### src/rtl/booth_mult_arbiter_pkg.sv
// Shared types and constants for the Booth multiplier sequencer/arbiter.
package booth_mult_arbiter_pkg;
  localparam int DATA_W         = 16;
  localparam int PROD_W         = 32;
  localparam int MULT_LATENCY_C = 16;

  typedef logic signed [DATA_W-1:0] data_t;
  typedef logic [PROD_W-1:0]        prod_t;

  typedef enum logic [1:0] {
    IDLE,
    START,
    WAIT,
    RESP
  } arb_state_e;
endpackage

### src/rtl/booth_mult_arbiter_if.sv
// Request and response channels between requesters and the multiplier arbiter.
interface booth_mult_arbiter_if #(
  parameter int N_REQ = 2
);
  import booth_mult_arbiter_pkg::*;
  localparam int ID_W = (N_REQ > 1) ? $clog2(N_REQ) : 1;

  // Valid/ready: a transfer happens on a rising edge where valid and ready are
  // both 1; once raised, valid and its payload hold until that transfer.
  logic [N_REQ-1:0]  req_valid;
  logic [N_REQ-1:0]  req_ready;
  data_t [N_REQ-1:0] req_mc;
  data_t [N_REQ-1:0] req_mp;
  logic              rsp_valid;
  logic              rsp_ready;
  logic [ID_W-1:0]   rsp_id;
  prod_t             rsp_prod;
  logic              rsp_err;

  modport master (
    output req_valid, req_mc, req_mp, rsp_ready,
    input  req_ready, rsp_valid, rsp_id, rsp_prod, rsp_err
  );

  modport slave (
    input  req_valid, req_mc, req_mp, rsp_ready,
    output req_ready, rsp_valid, rsp_id, rsp_prod, rsp_err
  );
endinterface

### src/rtl/booth_mult_arbiter_rr_arbiter.sv
// Round-robin grant: scans upward from the pointer, pointer moves past each winner.
module rr_arbiter #(
  parameter int N_REQ = 2,
  parameter int ID_W  = 1
) (
  input  logic             clk,
  input  logic             rst_n,
  input  logic [N_REQ-1:0] req_valid,
  input  logic             advance,
  output logic [N_REQ-1:0] grant_oh,
  output logic [ID_W-1:0]  grant_idx,
  output logic             any_grant,
  output logic [ID_W-1:0]  ptr
);
  logic [ID_W-1:0] ptr_q, ptr_d;
  logic [ID_W:0]   sum;
  logic [ID_W-1:0] idx;

  always_comb begin
    grant_oh  = '0;
    grant_idx = '0;
    any_grant = 1'b0;
    sum       = '0;
    idx       = '0;
    for (int off = 0; off < N_REQ; off++) begin
      sum = {1'b0, ptr_q} + (ID_W+1)'(off);
      if (sum >= (ID_W+1)'(N_REQ)) sum = sum - (ID_W+1)'(N_REQ);
      idx = sum[ID_W-1:0];
      if (!any_grant && req_valid[idx]) begin
        any_grant     = 1'b1;
        grant_idx     = idx;
        grant_oh[idx] = 1'b1;
      end
    end
  end

  always_comb begin
    ptr_d = ptr_q;
    if (advance && any_grant)
      ptr_d = (grant_idx == ID_W'(N_REQ-1)) ? '0 : grant_idx + 1'b1;
  end

  always_ff @(posedge clk) begin
    if (!rst_n) ptr_q <= '0;
    else        ptr_q <= ptr_d;
  end

  assign ptr = ptr_q;
endmodule

### src/rtl/booth_mult_arbiter.sv
// Shares one Booth multiplier between N_REQ requesters: grant, start, wait, respond.
module booth_mult_arbiter
  import booth_mult_arbiter_pkg::*;
#(
  parameter int N_REQ        = 2,
  parameter int MULT_LATENCY = MULT_LATENCY_C,
  parameter int TIMEOUT_CYC  = 20,
  localparam int ID_W        = (N_REQ > 1) ? $clog2(N_REQ) : 1
) (
  input  logic              clk,
  input  logic              rst_n,
  booth_mult_arbiter_if.slave bus,
  output logic              mult_start,
  output data_t             mult_mc,
  output data_t             mult_mp,
  input  logic              mult_ready,
  input  prod_t             mult_prod,
  output logic              busy,
  output arb_state_e        state_dbg,
  output logic [ID_W-1:0]   ptr_dbg
);
  // Counter is sized for whichever of timeout or multiplier latency is longer.
  localparam int CNT_LIM = (TIMEOUT_CYC > MULT_LATENCY) ? TIMEOUT_CYC : MULT_LATENCY;
  localparam int CNT_W   = $clog2(CNT_LIM + 1);

  arb_state_e       state_q, state_d;
  logic [CNT_W-1:0] cnt_q, cnt_d;
  data_t            mc_q, mc_d, mp_q, mp_d;
  logic [ID_W-1:0]  id_q, id_d;
  prod_t            prod_q, prod_d;
  logic             err_q, err_d;

  logic [N_REQ-1:0] grant_oh;
  logic [ID_W-1:0]  grant_idx;
  logic             any_grant;
  logic             grant_stb;

  rr_arbiter #(.N_REQ(N_REQ), .ID_W(ID_W)) u_rr (
    .clk       (clk),
    .rst_n     (rst_n),
    .req_valid (bus.req_valid),
    .advance   (grant_stb),
    .grant_oh  (grant_oh),
    .grant_idx (grant_idx),
    .any_grant (any_grant),
    .ptr       (ptr_dbg)
  );

  always_comb begin
    state_d   = state_q;
    cnt_d     = cnt_q;
    mc_d      = mc_q;
    mp_d      = mp_q;
    id_d      = id_q;
    prod_d    = prod_q;
    err_d     = err_q;
    grant_stb = 1'b0;
    case (state_q)
      IDLE: begin
        if (any_grant) begin
          grant_stb = 1'b1;
          mc_d      = bus.req_mc[grant_idx];
          mp_d      = bus.req_mp[grant_idx];
          id_d      = grant_idx;
          state_d   = START;
        end
      end
      START: begin
        cnt_d   = '0;
        state_d = WAIT;
      end
      WAIT: begin
        cnt_d = cnt_q + 1'b1;
        if (mult_ready) begin
          prod_d  = mult_prod;
          err_d   = 1'b0;
          state_d = RESP;
        end else if (cnt_q == CNT_W'(TIMEOUT_CYC - 1)) begin
          prod_d  = '0;
          err_d   = 1'b1;
          state_d = RESP;
        end
      end
      RESP: begin
        if (bus.rsp_ready) state_d = IDLE;
      end
      default: state_d = IDLE;
    endcase
  end

  always_ff @(posedge clk) begin
    if (!rst_n) begin
      state_q <= IDLE;
      cnt_q   <= '0;
      mc_q    <= '0;
      mp_q    <= '0;
      id_q    <= '0;
      prod_q  <= '0;
      err_q   <= 1'b0;
    end else begin
      state_q <= state_d;
      cnt_q   <= cnt_d;
      mc_q    <= mc_d;
      mp_q    <= mp_d;
      id_q    <= id_d;
      prod_q  <= prod_d;
      err_q   <= err_d;
    end
  end

  assign bus.req_ready = (state_q == IDLE) ? grant_oh : '0;
  assign bus.rsp_valid = (state_q == RESP);
  assign bus.rsp_id    = id_q;
  assign bus.rsp_prod  = prod_q;
  assign bus.rsp_err   = err_q;
  assign mult_start    = (state_q == START);
  assign mult_mc       = mc_q;
  assign mult_mp       = mp_q;
  assign busy          = (state_q != IDLE);
  assign state_dbg     = state_q;
endmodule

### src/flat_wrapper.sv
// flat-port wrapper written by rule: the top's interface ports become plain ports
module booth_mult_arbiter_flat import booth_mult_arbiter_pkg::*;
#(
  parameter int N_REQ        = 2,
  parameter int MULT_LATENCY = MULT_LATENCY_C,
  parameter int TIMEOUT_CYC  = 20,
  localparam int ID_W        = (N_REQ > 1) ? $clog2(N_REQ) : 1
)
  (clk, rst_n, mult_start, mult_mc, mult_mp, mult_ready, mult_prod, busy, state_dbg, ptr_dbg, bus_req_valid, bus_req_mc, bus_req_mp, bus_rsp_ready, bus_req_ready, bus_rsp_valid, bus_rsp_id, bus_rsp_prod, bus_rsp_err);
  booth_mult_arbiter_if #(.N_REQ(N_REQ)) bus_i ();
  input  logic clk;
  input  logic rst_n;
  output logic mult_start;
  output data_t mult_mc;
  output data_t mult_mp;
  input  logic mult_ready;
  input  prod_t mult_prod;
  output logic busy;
  output arb_state_e state_dbg;
  output logic [ID_W-1:0] ptr_dbg;
  input wire logic [$bits(bus_i.req_valid)-1:0] bus_req_valid;
  input wire logic [$bits(bus_i.req_mc)-1:0] bus_req_mc;
  input wire logic [$bits(bus_i.req_mp)-1:0] bus_req_mp;
  input wire logic [$bits(bus_i.rsp_ready)-1:0] bus_rsp_ready;
  output wire logic [$bits(bus_i.req_ready)-1:0] bus_req_ready;
  output wire logic [$bits(bus_i.rsp_valid)-1:0] bus_rsp_valid;
  output wire logic [$bits(bus_i.rsp_id)-1:0] bus_rsp_id;
  output wire logic [$bits(bus_i.rsp_prod)-1:0] bus_rsp_prod;
  output wire logic [$bits(bus_i.rsp_err)-1:0] bus_rsp_err;
  assign bus_i.req_valid = bus_req_valid;
  assign bus_i.req_mc = bus_req_mc;
  assign bus_i.req_mp = bus_req_mp;
  assign bus_i.rsp_ready = bus_rsp_ready;
  assign bus_req_ready = bus_i.req_ready;
  assign bus_rsp_valid = bus_i.rsp_valid;
  assign bus_rsp_id = bus_i.rsp_id;
  assign bus_rsp_prod = bus_i.rsp_prod;
  assign bus_rsp_err = bus_i.rsp_err;
  booth_mult_arbiter #(.N_REQ(N_REQ), .MULT_LATENCY(MULT_LATENCY), .TIMEOUT_CYC(TIMEOUT_CYC)) u_core (.clk(clk), .rst_n(rst_n), .bus(bus_i), .mult_start(mult_start), .mult_mc(mult_mc), .mult_mp(mult_mp), .mult_ready(mult_ready), .mult_prod(mult_prod), .busy(busy), .state_dbg(state_dbg), .ptr_dbg(ptr_dbg));
endmodule
### config.mk
export PLATFORM = sky130hd
export DESIGN_NAME = booth_mult_arbiter_flat
export DESIGN_NICKNAME = d
export VERILOG_FILES = /design/src/rtl/booth_mult_arbiter_pkg.sv /design/src/rtl/booth_mult_arbiter_if.sv /design/src/rtl/booth_mult_arbiter_rr_arbiter.sv /design/src/rtl/booth_mult_arbiter.sv /design/src/flat_wrapper.sv
export SDC_FILE = /design/constraint.sdc
export NUM_CORES = 1
export LEC_CHECK = 0
export CELL_PAD_IN_SITES_DETAIL_PLACEMENT = 1
export CELL_PAD_IN_SITES_GLOBAL_PLACEMENT = 1
export CORE_ASPECT_RATIO = 0.8
export CORE_MARGIN = 2
export CORE_UTILIZATION = 29
export CTS_CLUSTER_DIAMETER = 80
export DETAILED_ROUTE_END_ITERATION = 6
export PLACE_DENSITY_LB_ADDON = 0.3
export SLEW_MARGIN = 10
export SYNTH_ARGS = -nofsm -noshare
export SYNTH_HDL_FRONTEND = slang
export SYNTH_SLANG_ARGS = --single-unit
### constraint.sdc
create_clock -name clk -period 2.55 [get_ports clk]
set_clock_uncertainty 0.05 [all_clocks]
set_input_delay 0.51 -clock clk [delete_from_list [all_inputs] [get_ports clk]]
set_output_delay 0.51 -clock clk [all_outputs]
set_load 0.03 [all_outputs]
* Word level (Yosys, flattened, before mapping)
Cells that the tools add are included.
Storage, ports and cells: memories 0, bits in latches 0, bits in writable memories 0, logic and storage cells 74, output and inout bits 74, register bits 74, memory bits (read-only) 0
Cells by class: add/subtract/negate cells 5, divide/modulo/power cells 0, bitwise operators 1, multiplexer cells 34, reductions and logical operators 12, order comparisons 7, equal/unequal tests 7, multipliers 0, shifts and indexed selects 0
Operators by type and width (number):
- $mux W16 | 4
- $mux W32 | 2
- $mux W1 | 17
- $mux W2 | 7
- $pmux W5 S2 | 1
- $pmux W2 S4 | 1
- $lt A1 B2 Y1 const B | 3
- $reduce_bool A2 Y1 | 3
- $add A5 B1 Y5 const B | 1
- $eq A5 B5 Y1 const B | 1
- $eq A2 B2 Y1 const B | 2
- $logic_and A1 B1 Y1 | 4
- $ne A2 B2 Y1 const B | 2
- $reduce_and A2 Y1 | 2
- $ne A3 B2 Y1 const B | 1
- $reduce_and A3 Y1 | 1
- $add A1 B1 Y2 const B | 1
- $demux W1 S1 | 2
- $eq A2 B1 Y1 const B | 1
- $ge A1 B1 Y1 const B | 2
- $ge A1 B2 Y1 const B | 1
- $ge A2 B2 Y1 const B | 1
- $logic_not A2 Y1 | 1
- $or A2 B2 Y2 | 1
- other kinds (3) | 4

* Depth between registers and ports, before layout
depth in word-level cells 11, mapped depth 7, gate-level depth less buffers 5

* Modules after synthesis
Synthesis repeated with hierarchy kept, for this count alone.
Unflattened totals: cells, all modules 283, area total of the unflattened synthesis 3125.5 sq um
By module, submodules not included:
- booth_mult_arbiter | sequential area each 1461.4 sq um, cells an instance 274, instances 1, area each 3050.4 sq um
- rr_arbiter | sequential area each 20.0 sq um, cells an instance 9, instances 1, area each 75.1 sq um

* Least setup slack after synthesis
OpenSTA, ideal clock, no wires.
path kind flip-flop to output port, start point register u_core.state_q[0], in the netlist u_core.state_dbg[0], end point output bus_req_ready[0], required time 1.990 ns, setup slack 0.450 ns, arrival time 1.540 ns, stages on the path, launching flop included 7, path through dfxtp_1 inv_1 ha_1 buf_4 nand2_1 buf_2 nor2_1
Between the ends: word-level cells in the longest chain between the ends 2
Ends and longest elaborated chain:
- from (decl) | RTL line booth_mult_arbiter.sv:26 | arb_state_e state_q, state_d;
- from (signal assigned) | RTL line booth_mult_arbiter.sv:101 | state_q <= state_d;
- $logic_not A2 Y1 | RTL line booth_mult_arbiter.sv:111 | assign bus.req_ready = (state_q == IDLE) ? grant_oh : '0;
- $mux W2 | RTL line booth_mult_arbiter.sv:111
- to (decl) | RTL line flat_wrapper.sv:25 | output wire logic [$bits(bus_i.req_ready)-1:0] bus_req_ready;
Every way passes these cells.

* Worst setup path after layout
start point register u_core.state_q[0], in the netlist u_core.state_dbg[0], end point output busy
Between the ends: word-level cells in the longest chain between the ends 1
Ends and longest elaborated chain:
- $reduce_bool A2 Y1 | RTL line booth_mult_arbiter.sv:119 | assign busy = (state_q != IDLE);
- to (decl) | RTL line flat_wrapper.sv:18 | output logic busy;
Every way passes these cells.

==> run summary <==
The flow ran to the end, and the final reports show no timing, DRC or antenna violations. Data on the critical path is required at its endpoint by 1990 ps. IR analysis of the VDD net gives a maximum drop of 418.6 uV.

Traced cell by cell, the critical path runs through inv_1 -> ha_1 -> inv_1 -> clkdlybuf4s50_1. The count of input and output buffers is 175. The via count of the first global-routing pass is 3158.

The number of gates resized after CTS was 0. During I/O placement, the number of pins put on the boundary was 176. In the final timing run, aggregate negative setup slack is 0 ps. Number of core rows: 32. For the tightest slew margin relative to the limit, the log shows 34.23%. In the routed layout, each cell is associated on average with a via count of 5.151. Number of buffers inserted to repair setup after CTS: 0.

Compared with the post-synthesis result, the final layout area differs by 73.06%. The first routing iteration left 188 violations. The H-tree generated during clock tree synthesis spans 3 levels. Critical path's slowest cell: sky130_fd_sc_hd__clkdlybuf4s50_1.

In this run, placement finished with an instance count of 568. The minimum period implied by the final worst setup slack is 2400 ps. Counting both buffers and inverters, the worst setup path holds a total of 3.

Counting the buffers created by CTS gives 9. In this run the biggest area consumer among cell types represents 50.23% of the synthesized area. Data on the critical path arrives at its endpoint at 1840 ps. Worst min-delay path endpoint: u_core.mult_mc[1]. The synthesized netlist contains 34 unique library cells. In this run the power density over the cells is 890.1 mW/mm2. Most frequently used flop master after synthesis: sky130_fd_sc_hd__dfxtp_1. Cell taking the most area after synthesis: sky130_fd_sc_hd__dfxtp_1.

For this block, the routed nets add up to 10760 um of wire. Across the run, the number of max-cap violations was 0. Count of cells along the worst hold path: 1.

Among cell families on the critical path, the largest total delay comes from buffers and inverters. For the total leakage power, the log shows 1.934 nW. The library cell appearing most often on the critical path was sky130_fd_sc_hd__inv_1. The critical path is of the reg -> out type. The later pin in the worst-skew pair is clocked with a latency of 330 ps. After synthesis, the cell types taking the most area are sky130_fd_sc_hd__dfxtp_1 50%, sky130_fd_sc_hd__a32o_1 11%, sky130_fd_sc_hd__a221o_1 8.1%, sky130_fd_sc_hd__nor4_1 5.1%, sky130_fd_sc_hd__inv_1 3.7%. The tools report the maximum frequency from static timing analysis as 416.6 MHz. The worst setup path is captured at an output pin. The first global-routing pass estimated 16670 um of wire.

The number of hold buffers added after CTS was 0. The routed via count came out at 3008. The run gives 19.48% as the global router's overall resource usage. For the sum of net half-perimeters after detailed placement, the log shows 7689 um. Total congestion overflow: 0. TritonCTS built the clock tree. Measured in cells, the most critical reg-to-reg path has a length of 5.

The logs give 52.24% for the end-of-flow core utilization and 2 for the maximum buffer depth of the clock tree. The floorplan step defined a die boundary enclosing 0.01100 mm2. Routability-driven placement finished with a final weighted congestion of 0.7557. Final-stage net count: 550. During synthesis, Yosys emitted a total of 0 warnings. The antenna diode instance count is 0. In this run, synthesis inferred 0 flip-flops with an integrated enable. The flop-to-flop setup slack was 470 ps; the synthesized net count was 382. In this run the critical register-to-register path is captured at u_core.mult_mc[2]. The critical path crosses 4 cells after its start point. The slew at the pin closest to its max-slew limit was 986.6 ps.

The run gives 74 as the clock sink count. Setup repair after global routing left no endpoint under its margin. The number of storage elements in the synthesis netlist is 74. The share of post-route cells with drive strength above 1 was 7.813%; the count of non-filler cells in the finished layout was 584.

Of the synthesized area, sequential elements account for 50.23%. Once detail routing completed, the nets flagged for antenna violations numbered 0. In this run the critical register-to-register path is launched from u_core.state_dbg[1]. The summed instance area of the synthesized netlist was 0.002949 mm2; the max-slew violation total from the final report was 0.

Once the floorplan was initialized, standard cells occupied 30.19% of the core. The number of remaining DRC errors came out at 0. The largest single stage delay on the critical path is 690 ps.

The die boundary width is 116.7 um, and the post-synthesis instance total is 275. The CTS clock-pin slew for the worst setup and hold paths was 60 ps. The final critical-path share of the clock period was 94.12%.

sky130_fd_sc_hd__dfxtp_1 is the most common cell in the netlist. The worst-path maximum fanout was 5. Dividing the synthesized area by the synthesized cell count gives 10.72 um2. The category of the worst setup path launch point was a register.

For the final setup violation count, the log shows 0. For this run, asynchronously set or reset flops after synthesis account for 0%. The tools report the final hold violation count as 0. The path class of the tightest hold or removal check is reg -> reg.

Ranked by instance count, the synthesized netlist is headed by 74 x sky130_fd_sc_hd__dfxtp_1, 32 x sky130_fd_sc_hd__a32o_1, 29 x sky130_fd_sc_hd__inv_1. The y dimension of the die was 94.20 um; the number of detailed-route iterations in the first pass was 7. The total area inside the core boundary comes to 0.009769 mm2. The cell at the root of the clock tree is sky130_fd_sc_hd__clkbuf_16.

Entering global routing, the biggest net connects 34 pins. In this run the most critical hold path is launched from u_core.mult_mc[1]. The average wire per standard cell works out to 18.42 um.

Number of antenna violations at the first check in global routing: 0.
==> report_power, final <==
part,switching (mW),internal [mW]
clock network,0.532,0.675
logic,1.02,0.806
registers,0.134,1.37
==> layer usage <==
metal	GRT usage (%)	up-vias	share of wire, %
met5	0	-	0
met4	5.490	0	1.2
met3	6.065	11	7.2
met2	31.98	114	48
met1	24.58	1472	44
li1	-	1411	-
==> cell families after synthesis <==
logic type / share of synthesized area, %
flip-flops: 50.23
buffers and inverters: 9.843
XOR/XNOR: 1.188
adder cells (fa/ha/maj): 2.121
multiplexers: 0.6789
AO/OA/AOI/OAI: 26.69
AND/OR/NAND/NOR: 9.249
==> flip-flops by register name, summed over array words and instances, names as in the netlist <==
register             flops
u_core.mult_mp          16
u_core.cnt_q             5
u_core.mult_mc          16
u_core.bus.rsp_prod     32
u_core.u_rr.ptr          1
u_core.bus.rsp_id        1
u_core.state_dbg         2
u_core.bus.rsp_err       1
==> per-stage QoR <==
step | instance area (um2) | power, mW | setup slack [ps] | hold slack (ps)
after floorplan | 2949 | 2.544 | 449.6 | 421.3
after global placement | 4818 | 3.314 | 179.4 | 399.3
after detailed placement | 4818 | 3.357 | 98.65 | 399.3
after CTS | 5104 | 4.593 | 124.4 | 422.3
after global routing | 5104 | 4.766 | 65.75 | 450.1
final | 5104 | 4.543 | 149.9 | 416.7
==> worst max-delay path by stage <==
stage	start	end	slack (ps)
floorplan	u_core.state_dbg[0]	bus_req_ready[0]	450
CTS	u_core.state_dbg[0]	busy	120
finish	u_core.state_dbg[0]	busy	150
global route	u_core.state_dbg[0]	busy	70
global placement	bus_req_valid[0]	u_core.mult_mc[10]	180
detailed placement	bus_req_valid[0]	u_core.mult_mc[4]	100
==> cell type report <==
type,instances,area [um2]
Tap cell,136,170.2
Multi-Input combinational cell,141,1180
Sequential cell,74,1481
Clock inverter,7,60.06
Timing Repair Buffer,187,1874
Inverter,30,112.6
Clock buffer,9,225.2
Fill cell,1089,4666
==> layout by cell type, fill, tap and decap left out, types with 5 or more instances in the layout <==
| cell | Yosys | layout |
|---|---|---|
| sky130_fd_sc_hd__inv_1 | 29 | 29 |
| sky130_fd_sc_hd__a221o_1 | 24 | 24 |
| sky130_fd_sc_hd__clkdlybuf4s50_1 | 0 | 173 |
| sky130_fd_sc_hd__nor4_1 | 24 | 24 |
| sky130_fd_sc_hd__dfxtp_1 | 74 | 74 |
| sky130_fd_sc_hd__clkbuf_16 | 0 | 9 |
| sky130_fd_sc_hd__ha_1 | 5 | 5 |
| sky130_fd_sc_hd__a32oi_1 | 9 | 9 |
| sky130_fd_sc_hd__buf_4 | 5 | 11 |
| sky130_fd_sc_hd__nand2_1 | 5 | 5 |
| sky130_fd_sc_hd__a32o_1 | 32 | 32 |
| sky130_fd_sc_hd__nor2_1 | 8 | 7 |
| sky130_fd_sc_hd__o2bb2ai_1 | 8 | 8 |
==> worst register-to-register path, cell delays in order, from the launching register on <==
cell,delay [ps]
sky130_fd_sc_hd__dfxtp_1,360
sky130_fd_sc_hd__inv_1,110
sky130_fd_sc_hd__ha_1,170
sky130_fd_sc_hd__buf_4,170
sky130_fd_sc_hd__and4_1,860
sky130_fd_sc_hd__a221o_1,300
(Power assumes the default switching activity.)
